[src/rtl/bp_pkg.sv]
// Shared types, constants and saturating-counter helpers for the branch predictor.
package bp_pkg;

    // Indexing modes selectable through the MODE parameter.
    localparam int MODE_BIMODAL = 0;
    localparam int MODE_GSHARE  = 1;

    // Widest counter supported; helpers operate at this width and callers truncate.
    localparam int CNT_MAX_W = 4;

    // SWEEP initialises the pattern table, READY is normal operation.
    typedef enum logic {
        SWEEP = 1'b0,
        READY = 1'b1
    } bpState_t;

    // Increment, holding at maxVal instead of wrapping.
    function automatic logic [CNT_MAX_W-1:0] sat_inc(input logic [CNT_MAX_W-1:0] cnt,
                                                     input logic [CNT_MAX_W-1:0] maxVal);
        return (cnt >= maxVal) ? maxVal : cnt + 1'b1;
    endfunction

    // Decrement, holding at zero instead of wrapping.
    function automatic logic [CNT_MAX_W-1:0] sat_dec(input logic [CNT_MAX_W-1:0] cnt);
        return (cnt == '0) ? '0 : cnt - 1'b1;
    endfunction

endpackage

[src/rtl/bp_pht.sv]
// Pattern history table: saturating counters with an asynchronous read port,
// one update write port, and a sweep write port driven by an internal pointer.
module bp_pht
    import bp_pkg::*;
#(
    parameter int ENTRIES  = 256,
    parameter int CNT_W    = 2,
    parameter int CNT_INIT = 1,
    parameter int IDX_W    = $clog2(ENTRIES)
) (
    input  logic             clk,
    input  logic             rst,
    input  logic             sweepEn,
    input  logic [IDX_W-1:0] rdIdx,
    output logic [CNT_W-1:0] rdCnt,
    input  logic             updEn,
    input  logic [IDX_W-1:0] updIdx,
    input  logic             updTaken,
    output logic             sweepLast
);

    localparam logic [CNT_MAX_W-1:0] CNT_MAX = CNT_MAX_W'((1 << CNT_W) - 1);

    logic [CNT_W-1:0] pht [ENTRIES];
    logic [IDX_W-1:0] ptr;
    logic [CNT_MAX_W-1:0] updCur;
    logic [CNT_W-1:0] updCnt;

    // Lookup is combinational; a same-cycle update is not bypassed.
    assign rdCnt     = pht[rdIdx];
    assign sweepLast = (ptr == IDX_W'(ENTRIES - 1));

    assign updCur = CNT_MAX_W'(pht[updIdx]);
    assign updCnt = CNT_W'(updTaken ? sat_inc(updCur, CNT_MAX) : sat_dec(updCur));

    // Sweep pointer: parked at zero during reset, advances once per sweep cycle.
    always_ff @(posedge clk) begin
        // NOTE: sequential state uses non-blocking assignments so every flop samples pre-edge values.
        if (rst) begin
            ptr <= '0;
        end else if (sweepEn) begin
            ptr <= ptr + 1'b1;
        end
    end

    // Table write: sweep initialisation, otherwise a resolved-branch counter update.
    always_ff @(posedge clk) begin
        // NOTE: the counter array has no reset; the sweep initialises it so it can map to RAM.
        if (sweepEn && !rst) begin
            pht[ptr] <= CNT_W'(CNT_INIT);
        end else if (updEn) begin
            pht[updIdx] <= updCnt;
        end
    end

endmodule

[src/rtl/branch_predictor.sv]
// Branch direction predictor: bimodal or gshare indexing into a saturating-counter
// table, speculative global history with mispredict repair, and a reset sweep FSM.
module branch_predictor
    import bp_pkg::*;
#(
    parameter  int ENTRIES  = 256,
    parameter  int CNT_W    = 2,
    parameter  int GHR_W    = 8,
    parameter  int MODE     = MODE_GSHARE,
    parameter  int CNT_INIT = 2 ** (CNT_W - 1) - 1,
    localparam int IDX_W    = $clog2(ENTRIES)
) (
    input  logic             clk,
    input  logic             rst,
    input  logic             stall,
    input  logic             pred_valid,
    input  logic [31:0]      pred_pc,
    output logic             pred_taken,
    output logic [IDX_W-1:0] pred_idx,
    output logic [GHR_W-1:0] pred_ghr,
    input  logic             upd_valid,
    input  logic [IDX_W-1:0] upd_idx,
    input  logic [GHR_W-1:0] upd_ghr,
    input  logic             upd_taken,
    input  logic             upd_mispredict,
    output logic             busy
);

    bpState_t         state;
    bpState_t         stateNext;
    logic [GHR_W-1:0] ghr;
    logic [IDX_W-1:0] pcIdx;
    logic [IDX_W-1:0] lookupIdx;
    logic [CNT_W-1:0] rdCnt;
    logic             sweepLast;
    logic             updEn;
    logic             specShift;
    logic             unusedPcBits;

    // Word-aligned PC bits outside the index window do not affect the prediction.
    assign unusedPcBits = ^{pred_pc[31:IDX_W+2], pred_pc[1:0]};

    assign pcIdx     = pred_pc[IDX_W+1:2];
    assign lookupIdx = (MODE == MODE_GSHARE) ? (pcIdx ^ IDX_W'(ghr)) : pcIdx;

    assign pred_idx   = lookupIdx;
    assign pred_ghr   = ghr;
    assign pred_taken = busy ? 1'b0 : rdCnt[CNT_W-1];

    // Counters train only once the table holds valid data.
    assign updEn     = upd_valid && !busy;
    // A mispredict in E means the D-stage branch is wrong-path and must not shift history.
    assign specShift = pred_valid && !stall && !busy && !upd_mispredict;

    bp_pht #(
        .ENTRIES (ENTRIES),
        .CNT_W   (CNT_W),
        .CNT_INIT(CNT_INIT),
        .IDX_W   (IDX_W)
    ) u_pht (
        .clk      (clk),
        .rst      (rst),
        .sweepEn  (busy),
        .rdIdx    (lookupIdx),
        .rdCnt    (rdCnt),
        .updEn    (updEn),
        .updIdx   (upd_idx),
        .updTaken (upd_taken),
        .sweepLast(sweepLast)
    );

    // State register: reset always restarts the sweep.
    always_ff @(posedge clk) begin
        if (rst) begin
            state <= SWEEP;
        end else begin
            state <= stateNext;
        end
    end

    // Next state: leave SWEEP once the last entry is being written.
    always_comb begin
        // NOTE: default assignment first so no path leaves stateNext unassigned (no latch).
        stateNext = state;
        case (state)
            SWEEP:   if (sweepLast) stateNext = READY;
            READY:   stateNext = READY;
            default: stateNext = SWEEP;
        endcase
    end

    // FSM outputs: busy for the whole sweep.
    always_comb begin
        busy = (state == SWEEP);
    end

    // Global history: repair from the resolved branch wins over the speculative shift.
    always_ff @(posedge clk) begin
        if (rst) begin
            ghr <= '0;
        end else if (upd_valid && upd_mispredict) begin
            ghr <= GHR_W'({upd_ghr, upd_taken});
        end else if (specShift) begin
            ghr <= GHR_W'({ghr, pred_taken});
        end
    end

endmodule

[config.mk]
export PLATFORM = sky130hd
export DESIGN_NAME = branch_predictor
export DESIGN_NICKNAME = d
export VERILOG_FILES = /design/src/rtl/bp_pkg.sv /design/src/rtl/bp_pht.sv /design/src/rtl/branch_predictor.sv
export SDC_FILE = /design/constraint.sdc
export NUM_CORES = 1
export LEC_CHECK = 0
export ABC_AREA = 1
export CAP_MARGIN = 0
export CORE_MARGIN = 2
export CORE_UTILIZATION = 35
export CTS_CLUSTER_SIZE = 40
export DETAILED_ROUTE_END_ITERATION = 10
export PLACE_DENSITY_LB_ADDON = 0.15
export SETUP_SLACK_MARGIN = 0.3
export SLEW_MARGIN = 40
export SYNTH_ARGS = -nofsm -noshare
export SYNTH_HDL_FRONTEND = slang
export SYNTH_SLANG_ARGS = --single-unit
[constraint.sdc]
create_clock -name clk -period 10.7 [get_ports clk]
set_clock_uncertainty 0.05 [all_clocks]
set_input_delay 2.675 -clock clk [delete_from_list [all_inputs] [get_ports clk]]
set_output_delay 2.675 -clock clk [all_outputs]
set_load 0.01 [all_outputs]
### Word-level counts from Yosys, hierarchy flattened

Memories as Yosys holds them, arrays and structs flattened.
Index checks and enable logic that the tools add are counted.

* output and inout port bits: 18
* bits of input ports: 55
* memories: 1
* word-level logic and storage cells: 39
* flip-flop bits (word level): 17
* RAM bits: 512

Memory list
* u_pht.pht: words 256, width 2, rd ports 2, clocked after memory_dff 0, wr ports 1, line bp_pht.sv:24 `logic [CNT_W-1:0] pht [ENTRIES];`

* $add $sub $neg: 3
* reduce and logical (&&, ||, !) cells: 12
* bitwise gates (word level): 2
* multiplexer cells: 16
* equality and inequality tests: 1
* magnitude comparators: 1

Operators by type and width (count)
* 8-bit 2-to-1 mux: 3
* 8-bit by 1-bit adder with 8-bit output (second input constant): 1
* 8-bit == test (second input constant): 1
* 1-bit 2-to-1 mux: 8
* 2-bit 2-to-1 mux: 4
* 8-bit bitwise XOR: 1
* 1-bit logical AND: 6
* 4-bit logical NOT: 1
* 1-bit logical NOT: 3
* 2-bit by 1-bit adder with 2-bit output (second input constant): 1
* 2-bit >= comparator (second input constant): 1
* 1-bit case mux with 2 select lines: 1
* 2-bit nonzero test: 1
* 2-bit OR reduction: 1
* 2-bit by 1-bit subtractor with 2-bit output (second input constant): 1
* 1-bit inverter: 1

### Logic depth before layout (Yosys ltp)

Gate-level depths: netlist of the first run.

* word-level depth: 6
* depth in mapped cells: 17
* gate-level depth less buffers: 14

### By module

From an unflattened synthesis of the first run, not the netlist that was laid out.

* cell total of the unflattened synthesis: 3240
* area total of the unflattened synthesis: 27791.7 um2

By module, submodules not included
* bp_pht: cells an instance 3157, sequential area each 15534.9 um2, instances 1, area each 27196.1 um2
* branch_predictor: cells an instance 83, sequential area each 180.2 um2, instances 1, area each 595.6 um2

### Worst setup path after synthesis of the first run

Ideal clock, no wire load.

* path type: input port to flip-flop
* start point: input port upd_idx[1]
* end point: memory u_pht.pht[0][1] (data pin)
* library setup time: 1396 ps
* required time: 9254 ps
* path buffers: 3
* cell stages on the path: 15
* path slack: -699 ps
* data arrival time: 9954 ps
* cell sequence: buf_4 -> buf_4 -> buf_1 -> o21ai_0 -> o22ai_1 -> nand2_1 -> nand3_1 -> nand3_1 -> nand2_1 -> nand2_1 -> nand3_1 -> nand3_1 -> nand2_1 -> a21oi_1 -> nor2_1

* longest elaborated chain between the ends: 5
* elaborated cells between the ends (all ways): 9
* classes of those cells: add/sub (2); order compare (1); mux (4); reduce/logical (1); memory (1)

Ends and longest elaborated chain
* start: declaration: line branch_predictor.sv:22 `input logic [IDX_W-1:0] upd_idx,`
* memory 256 x 2 bit *
* 2-bit by 1-bit subtractor with 2-bit output (tied with other cells): line bp_pkg.sv:25 `return (cnt == '0) ? '0 : cnt - 1'b1;`
* 2-bit 2-to-1 mux, on equally long branches: line bp_pkg.sv:25, bp_pkg.sv:20
* 2-bit 2-to-1 mux *: line bp_pht.sv:34 `assign updCnt = CNT_W'(updTaken ? sat_inc(updCur, CNT_MAX) : sat_dec(updCur));`
* 2-bit 2-to-1 mux (no line) *
* end: declaration: line bp_pht.sv:24

Mark *: on every way between the ends. The rest lies on a longest branch, timed or not.

### Worst setup path after layout of the first run

* start point: input port pred_pc[2]
* end point: output port pred_taken

* longest elaborated chain between the ends: 3

Ends and longest elaborated chain
* start: declaration: line branch_predictor.sv:17 `input logic [31:0] pred_pc,`
* 8-bit bitwise XOR: line branch_predictor.sv:44 `assign lookupIdx = (MODE == MODE_GSHARE) ? (pcIdx ^ IDX_W'(ghr)) : pcIdx;`
* memory 256 x 2 bit
* 1-bit 2-to-1 mux: line branch_predictor.sv:48 `assign pred_taken = busy ? 1'b0 : rdCnt[CNT_W-1];`
* end: declaration: line branch_predictor.sv:18 `output logic pred_taken,`

Every way passes these cells.

==> results of run 1 <==
[placed cells by master, fill, tap and decap left out, drive strengths merged]
cell,synthesis,routed
clkinv,4,34
ha,1,1
clkbuf,106,69
a21oi,17,17
bufinv,0,6
a31oi,5,5
xor2,1,1
nor3,4,4
nand4,7,7
xnor2,7,7
nand2,478,478
o21ai,266,266
inv,39,40
buf,83,52
nand3,390,390
clkinvlp,0,5
clkdlybuf4s50,0,43
o211ai,1,1
o22ai,122,122
nor4,1,1
a311oi,1,1
or2,2,2
nor2,525,525
edfxtp,512,512
dfxtp,17,17
nor3b,1,1
a22oi,2,2
[layout make-up]
class | count | area [um2] | area share [%]
Tap cell | 940 | 1180 | 4.16
Clock inverter | 42 | 374 | 1.32
Multi-Input combinational cell | 1831 | 8310 | 29.4
Sequential cell | 529 | 15700 | 55.6
Inverter | 43 | 174 | 0.615
Clock buffer | 68 | 1530 | 5.41
Timing Repair Buffer | 96 | 1000 | 3.54
[metal layers]
| layer | wire length (um) | GRT usage, % | vias up |
|---|---|---|---|
| met4 | 2550 | 7.50 | 0 |
| met5 | 0 | 0 | - |
| met1 | 36400 | 30.9 | 10000 |
| met3 | 6130 | 3.45 | 150 |
| li1 | - | - | 9067 |
| met2 | 40200 | 37.8 | 837 |
[cells by family after synthesis]
group | after synthesis
AO/OA/AOI/OAI | 414
XOR/XNOR | 8
adder cells (fa/ha/maj) | 1
buffers and inverters | 232
flip-flops | 529
AND/OR/NAND/NOR | 1408
[flip-flops by register name (all words and copies together), names as in the netlist]
signal and flops:
u_pht.ptr 8, pred_ghr 8, state 1, u_pht.pht 512
[metrics by stage]
stage                     area (um2)  total power, uW  hold WS (ps)  cells
after floorplan                24900             2540           407   2592
after global placement         26200             2720           420   3435
after detailed placement       26300             2720           433   3438
after CTS                      28300             4730           439   3548
after global routing           28300             4850           459   3549
final                          28300             4710           443   3549
[worst max-delay path, delay by kind of cell]
kind                   cells  cell delay (ps)
buffers and inverters      4             1630
and+or+nand+nor           12             1950
[power groups by stage]
stage	clock network, uW	logic, uW	registers [uW]
global placement	0	435	2290
global route	2130	474	2240
CTS	2050	437	2240
floorplan	0	258	2290
detailed placement	0	436	2290
finish	2020	444	2240
[final timing paths]
kind	start	to	slack, ps	cells past startpoint
max	pred_pc[2]	pred_taken	1680	16
min reg2reg	u_pht.ptr[6]	u_pht.ptr[7]	440	2
min	u_pht.ptr[6]	u_pht.ptr[7]	440	2
max reg2reg	state	u_pht.pht[176][0]	7130	9
==> summary.txt, run 1 <==
Power
  • Part of the total power dissipated in sequential elements: 47.7%
  • Maximum vdd drop: 0.139 mV
  • Power density relative to cell area: 166 nW/um2
  • Internal Power: 3530 uW
  • Clock network fraction of total power: 42.9%
  • Leakage power total: 0.0100 uW
  • Share of total power consumed by net switching: 25.0%
  • Switching power summed over all nets: 1180 uW
  • Power share of the combinational group: 9.4%

Setup path
  • Arrival time of data at the critical path endpoint: 6290 ps
  • Critical path's slowest cell: sky130_fd_sc_hd__nand2_4
  • Worst-path fanout max: 47
  • Endpoint class of the critical path: primary output
  • Kind of start point of the critical path: input port
  • Ordered list of cells on the worst path: clkdlybuf4s50_1, inv_1, nand2_2, nand2_4, buf_4, nand2_1, nand3_1, nand3_1, nand3_1, nand3_1, nand3_1, nand3_1, nand3_1, nand2_1, nor2_1, clkdlybuf4s50_1
  • CP most frequent cell: sky130_fd_sc_hd__nand3_1
  • Critical path class: input port to primary output
  • Max stage delay on crit path: 610 ps
  • Required time of the critical path: 7980 ps

GRT
  • Vias in the first global route: 19,800
  • Total GRT Usage: 22.9%
  • First-pass GRT wire length: 126,000 um
  • Antenna violations before repair: 0
  • GRT Residual Overflow: 0
  • Maximum number of pins on one net before global-route repair: 117

Synthesis
  • Asr flop ratio synth: 0%
  • Register bit count reported by yosys: 529
  • Leading cell type by number of instances after synthesis: sky130_fd_sc_hd__nor2_1
  • Combinational family with the most area after synthesis: simple AND/OR/NAND/NOR gates
  • Complex-gate fraction of the synthesized area: 9.04%
  • Number of flops mapped to enable cells by yosys: 512
  • Synth Net Count: 2,648
  • Multiplexer fraction of the synthesized cell area: 0%
  • Fraction of the mapped netlist area in simple logic gates: 23.4%
  • Gate count of the mapped netlist: 2,592
  • Yosys top cell area share: 61.7%
  • Cell type with the highest aggregate area in the netlist: sky130_fd_sc_hd__edfxtp_1
  • Fraction of the yosys area taken by sequential cells: 63.1%
  • Most used standard cells in the synthesized netlist: 525 x sky130_fd_sc_hd__nor2_1, 512 x sky130_fd_sc_hd__edfxtp_1, 474 x sky130_fd_sc_hd__nand2_1
  • XOR/XNOR Fraction of Synth Area: 0.342%
  • Syn. warnings: 0
  • Adder and majority cell fraction of the synthesized area: 0.0503%
  • Synth Flop Type: sky130_fd_sc_hd__edfxtp_1
  • Most area-consuming cells after synthesis: sky130_fd_sc_hd__edfxtp_1 62%, sky130_fd_sc_hd__nor2_1 7.9%, sky130_fd_sc_hd__nand3_1 7.8%, sky130_fd_sc_hd__nand2_1 7.1%, sky130_fd_sc_hd__o21ai_0 5.2%
  • Number of different library cells in the post-synthesis netlist: 35
  • Synth Area per Inst: 9.61 um2
  • Total standard cell area after synthesis: 24,900 um2

Timing
  • Slew margin rel.: 40.8%
  • Hold Fails Final Rpt: 0
  • Highest clock rate: 111 MHz
  • Unrepaired setup endpoints after global routing: no
  • Pins over their slew limit: 0
  • Setup violators final: 0
  • Final worst-path cycle share: 84.3%
  • Summed negative setup slack over all endpoints: 0 ps
  • Minimum setup slack in the final design: 1680 ps
  • Shortest period the worst path allows: 9020 ps
  • Slew at the pin closest to its max-slew limit: 885 ps

Floorplanning
  • Area of the core: 70,300 um2
  • Top Ports: 73
  • Die ar.: 73,300 um2
  • Die width: 271 um
  • Starting density of the core: 35.4%
  • Die height: 271 um
  • Number of placement rows: 97

Route
  • Via total after detailed routing: 20,100
  • Total DRC errors in the routed layout: 0
  • Total wire length: 85,300 um
  • First-pass detailed-route iteration total: 6
  • Average routed wire per standard cell: 24.0 um
  • Antenna violation net count after detailed routing: 0
  • DRC violation total after the first TritonRoute iteration: 2,294
  • Vias/cell: 5.65

Place
  • HPWL reported at the end of detailed placement: 47,300 um
  • Dpl ws: 1780 ps
  • Gp weighted congestion: 0.845
  • Count of input and output buffers: 47

Job
  • Number of max-cap violations: 0

CTS
  • TritonCTS sink count: 529
  • CTS Buf Count: 59
  • CTS root buf: sky130_fd_sc_hd__clkbuf_16
  • Clock network latency to the later pin of the worst-skew pair: 640 ps
  • Clock Path Buffers: 3
  • TritonCTS clock tree: built
  • Setup fix buffers added after clock tree synthesis: 0
  • Hold Buf Count CTS: 0
  • Register clock-pin slew on the reported worst setup and hold paths: 60 ps
  • H-tree levels: 2
  • Post_cts resized: 0

Hold path
  • Hold crit path type: register to register

Cells and area
  • Antenna Diode Count: 0
  • FILL cells: 6,863
  • Utilization of the core after routing: 40.2%
  • Final #Nets: 2,616
  • Fraction of layout instances using a drive strength above 1: 6.67%
  • Area growth from synthesis to layout: 13.6%

Status
  • Status: complete, no violations
Note: power is estimated with default switching activity, not from simulation.
==> run 2, diff against run 1 <==
clock period = 7.6 ns   (was 10.7 ns; I/O delays follow)
==> run 2 against run 1 <==
Combinational power grew 44%. Clock power grew 40%. Worst hold slack better by 4.1 ps. Worst setup slack got worse by 1100 ps. Sequential share of layout area shrank 0.21 points. Cell count hardly changed. Wire length fell by 1.0%. Sequential cell count stayed put. Largest power group unchanged. Register-to-register slack lost 3200 ps. Utilization is 0.15 points higher.
==> summary.txt, run 2 (synthesis results as in run 1) <==
Route
  • Average routed wire per standard cell: 23.8 um (-1.0%)
  • Total wire length: 84,400 um (-1.0%)
  • Via total after detailed routing: 20,000 (-0.40%)
  • Total DRC errors in the routed layout: 0 (unchanged)
  • Antenna violation net count after detailed routing: 0 (unchanged)
  • Vias/cell: 5.63 (-0.37%)
  • DRC violation total after the first TritonRoute iteration: 2,234 (-2.6%)
  • First-pass detailed-route iteration total: 6 (unchanged)

CTS
  • Setup fix buffers added after clock tree synthesis: 0 (unchanged)
  • TritonCTS sink count: 529 (unchanged)
  • Post_cts resized: 0 (unchanged)
  • Clock network latency to the later pin of the worst-skew pair: 630 ps (about the same)
  • Hold Buf Count CTS: 0 (unchanged)
  • CTS root buf: sky130_fd_sc_hd__clkbuf_16
  • Register clock-pin slew on the reported worst setup and hold paths: 60 ps (about the same)
  • Clock Path Buffers: 3 (unchanged)
  • H-tree levels: 2 (unchanged)
  • TritonCTS clock tree: built
  • CTS Buf Count: 57 (-3.4%)

Setup path
  • Beginning of the critical path: pred_pc[2]
  • Arrival time of data at the critical path endpoint: 5110 ps (-1180 ps)
  • Worst reg2reg path startpoint: state
  • Worst-path fanout max: 23 (-51%)
  • Required time of the critical path: 5650 ps (-2330 ps)
  • Critical path class: input port to primary output
  • Kind of start point of the critical path: input port
  • Endpoint class of the critical path: primary output

Power
  • Leakage power total: 0.0101 uW (+0.49%)
  • Power density relative to cell area: 233 nW/um2 (+40%)
  • Total chip power: 6610 uW (+40%)
  • Maximum vdd drop: 0.198 mV (+42%)

Cells and area
  • Utilization of the core after routing: 40.4% (+0.15 points)
  • Non-filler cells, final: 3,548 (-0.028%)
  • Highest-count cells in the layout ignoring fill and taps: 524 x sky130_fd_sc_hd__nor2_1, 512 x sky130_fd_sc_hd__edfxtp_1, 466 x sky130_fd_sc_hd__nand2_1
  • Fraction of layout instances using a drive strength above 1: 6.40% (-0.27 points)
  • Register with the most flip-flops: u_pht.pht
  • Final #Nets: 2,622 (+0.23%)
  • Largest register FFs: 512 (unchanged)
  • FILL cells: 6,837 (-0.38%)
  • Antenna Diode Count: 0 (unchanged)
  • Most common library cell in the layout ignoring fill and taps: sky130_fd_sc_hd__nor2_1
  • Area growth from synthesis to layout: 14.0%

Floorplanning
  • Die width: 271 um (unchanged)
  • Die ar.: 73,300 um2 (unchanged)
  • Starting density of the core: 35.4% (unchanged)
  • Die height: 271 um (unchanged)
  • Area of the core: 70,300 um2 (unchanged)
  • Number of placement rows: 97 (unchanged)
  • Top Ports: 73 (unchanged)

GRT
  • Maximum number of pins on one net before global-route repair: 172 (+47%)
  • GRT Residual Overflow: 0 (unchanged)
  • Vias in the first global route: 19,400 (-1.6%)
  • Antenna violations before repair: 1 (+1)
  • First-pass GRT wire length: 124,000 um (-1.1%)
  • Total GRT Usage: 22.6% (-0.26 points)

Timing
  • Slew margin rel.: 38.4% (-2.4 points)
  • Highest clock rate: 142 MHz
  • Slew at the pin closest to its max-slew limit: 924 ps (+39.2 ps)
  • Pins over their slew limit: 0 (unchanged)
  • Unrepaired setup endpoints after global routing: no
  • Final worst-path cycle share: 93.0%
  • Shortest period the worst path allows: 7060 ps
  • Hold Fails Final Rpt: 0 (unchanged)
  • Summed negative setup slack over all endpoints: 0 ps (unchanged)
  • Setup violators final: 0 (unchanged)

Hold path
  • Hold crit path type: register to register
  • Origin of the worst min-delay path: u_pht.ptr[6]

Job
  • Number of max-cap violations: 0 (unchanged)

Place
  • Gp weighted congestion: 0.842 (-0.37%)
  • # placed instances: 3,447 (+0.26%)
  • HPWL reported at the end of detailed placement: 46,900 um (-0.86%)
  • Count of input and output buffers: 47 (unchanged)

Status
  • Status: complete, no violations
[run 2: cell types whose count changed in the layout (fill, tap and decap cells not counted)]
cell / previous run / this run
sky130_fd_sc_hd__buf_12: 9 / 20
sky130_fd_sc_hd__clkinv_2: 14 / 3
sky130_fd_sc_hd__clkbuf_1: 8 / 14
sky130_fd_sc_hd__clkinvlp_4: 5 / 1
sky130_fd_sc_hd__buf_16: 3 / 0
sky130_fd_sc_hd__bufinv_16: 6 / 9
sky130_fd_sc_hd__clkbuf_16: 60 / 57
sky130_fd_sc_hd__buf_4: 38 / 36
sky130_fd_sc_hd__buf_8: 0 / 2
sky130_fd_sc_hd__inv_8: 2 / 0
sky130_fd_sc_hd__clkinv_8: 1 / 2
sky130_fd_sc_hd__inv_6: 1 / 2
[run 2: layout make-up]
cell class	count	area [um2]	share of cell area, %
Sequential cell	529	15700	55.4
Multi-Input combinational cell	1831	8310	29.3
Clock buffer	71	1480	5.21
Tap cell	940	1180	4.14
Timing Repair Buffer	104	1150	4.07
Clock inverter	30	387	1.36
Inverter	43	169	0.595
[run 2: report_power, final]
| group | total (uW) | switching [uW] | leakage [uW] | internal [uW] |
|---|---|---|---|---|
| Combinational | 639 | 444 | 0.00357 | 196 |
| Sequential | 3160 | 5.43 | 0.00560 | 3150 |
| Clock | 2820 | 1140 | 0.000898 | 1670 |
| Total | 6610 | 1590 | 0.0101 | 5020 |
[run 2: worst paths after layout]
kind / end / cells after the start / slack [ps]
hold / removal: u_pht.ptr[7] / 2 / 450
setup reg to reg: u_pht.pht[33][1] / 8 / 3980
hold reg to reg: u_pht.ptr[7] / 2 / 450
setup / recovery: pred_taken / 15 / 540
[run 2: layer usage]
layer / track usage [%] / wire (um)
met1: 29.6 / 34700
met2: 38.4 / 40700
met3: 2.81 / 5830
met4: 8.58 / 3230
met5: 0 / 15
[run 2: critical path: stages]
cell                              delay, ps
sky130_fd_sc_hd__clkdlybuf4s50_1        520
sky130_fd_sc_hd__nand2_2                190
sky130_fd_sc_hd__nand2_4                370
sky130_fd_sc_hd__buf_12                 240
sky130_fd_sc_hd__nand2_1                 70
sky130_fd_sc_hd__nand3_1                 90
sky130_fd_sc_hd__nand3_1                100
sky130_fd_sc_hd__nand3_1                130
sky130_fd_sc_hd__nand3_1                210
sky130_fd_sc_hd__nand3_1                200
sky130_fd_sc_hd__nand3_1                150
sky130_fd_sc_hd__nand3_1                180
sky130_fd_sc_hd__nand2_1                 60
sky130_fd_sc_hd__nor2_1                  90
sky130_fd_sc_hd__clkdlybuf4s50_1        560
[run 2: through the flow]
| step | area, um2 | hold slack (ps) | setup WS (ps) |
|---|---|---|---|
| after floorplan | 24900 | 407 | 1440 |
| after global placement | 26500 | 422 | 216 |
| after detailed placement | 26500 | 433 | 609 |
| after CTS | 28400 | 441 | 609 |
| after global routing | 28400 | 470 | 363 |
| final | 28400 | 447 | 535 |
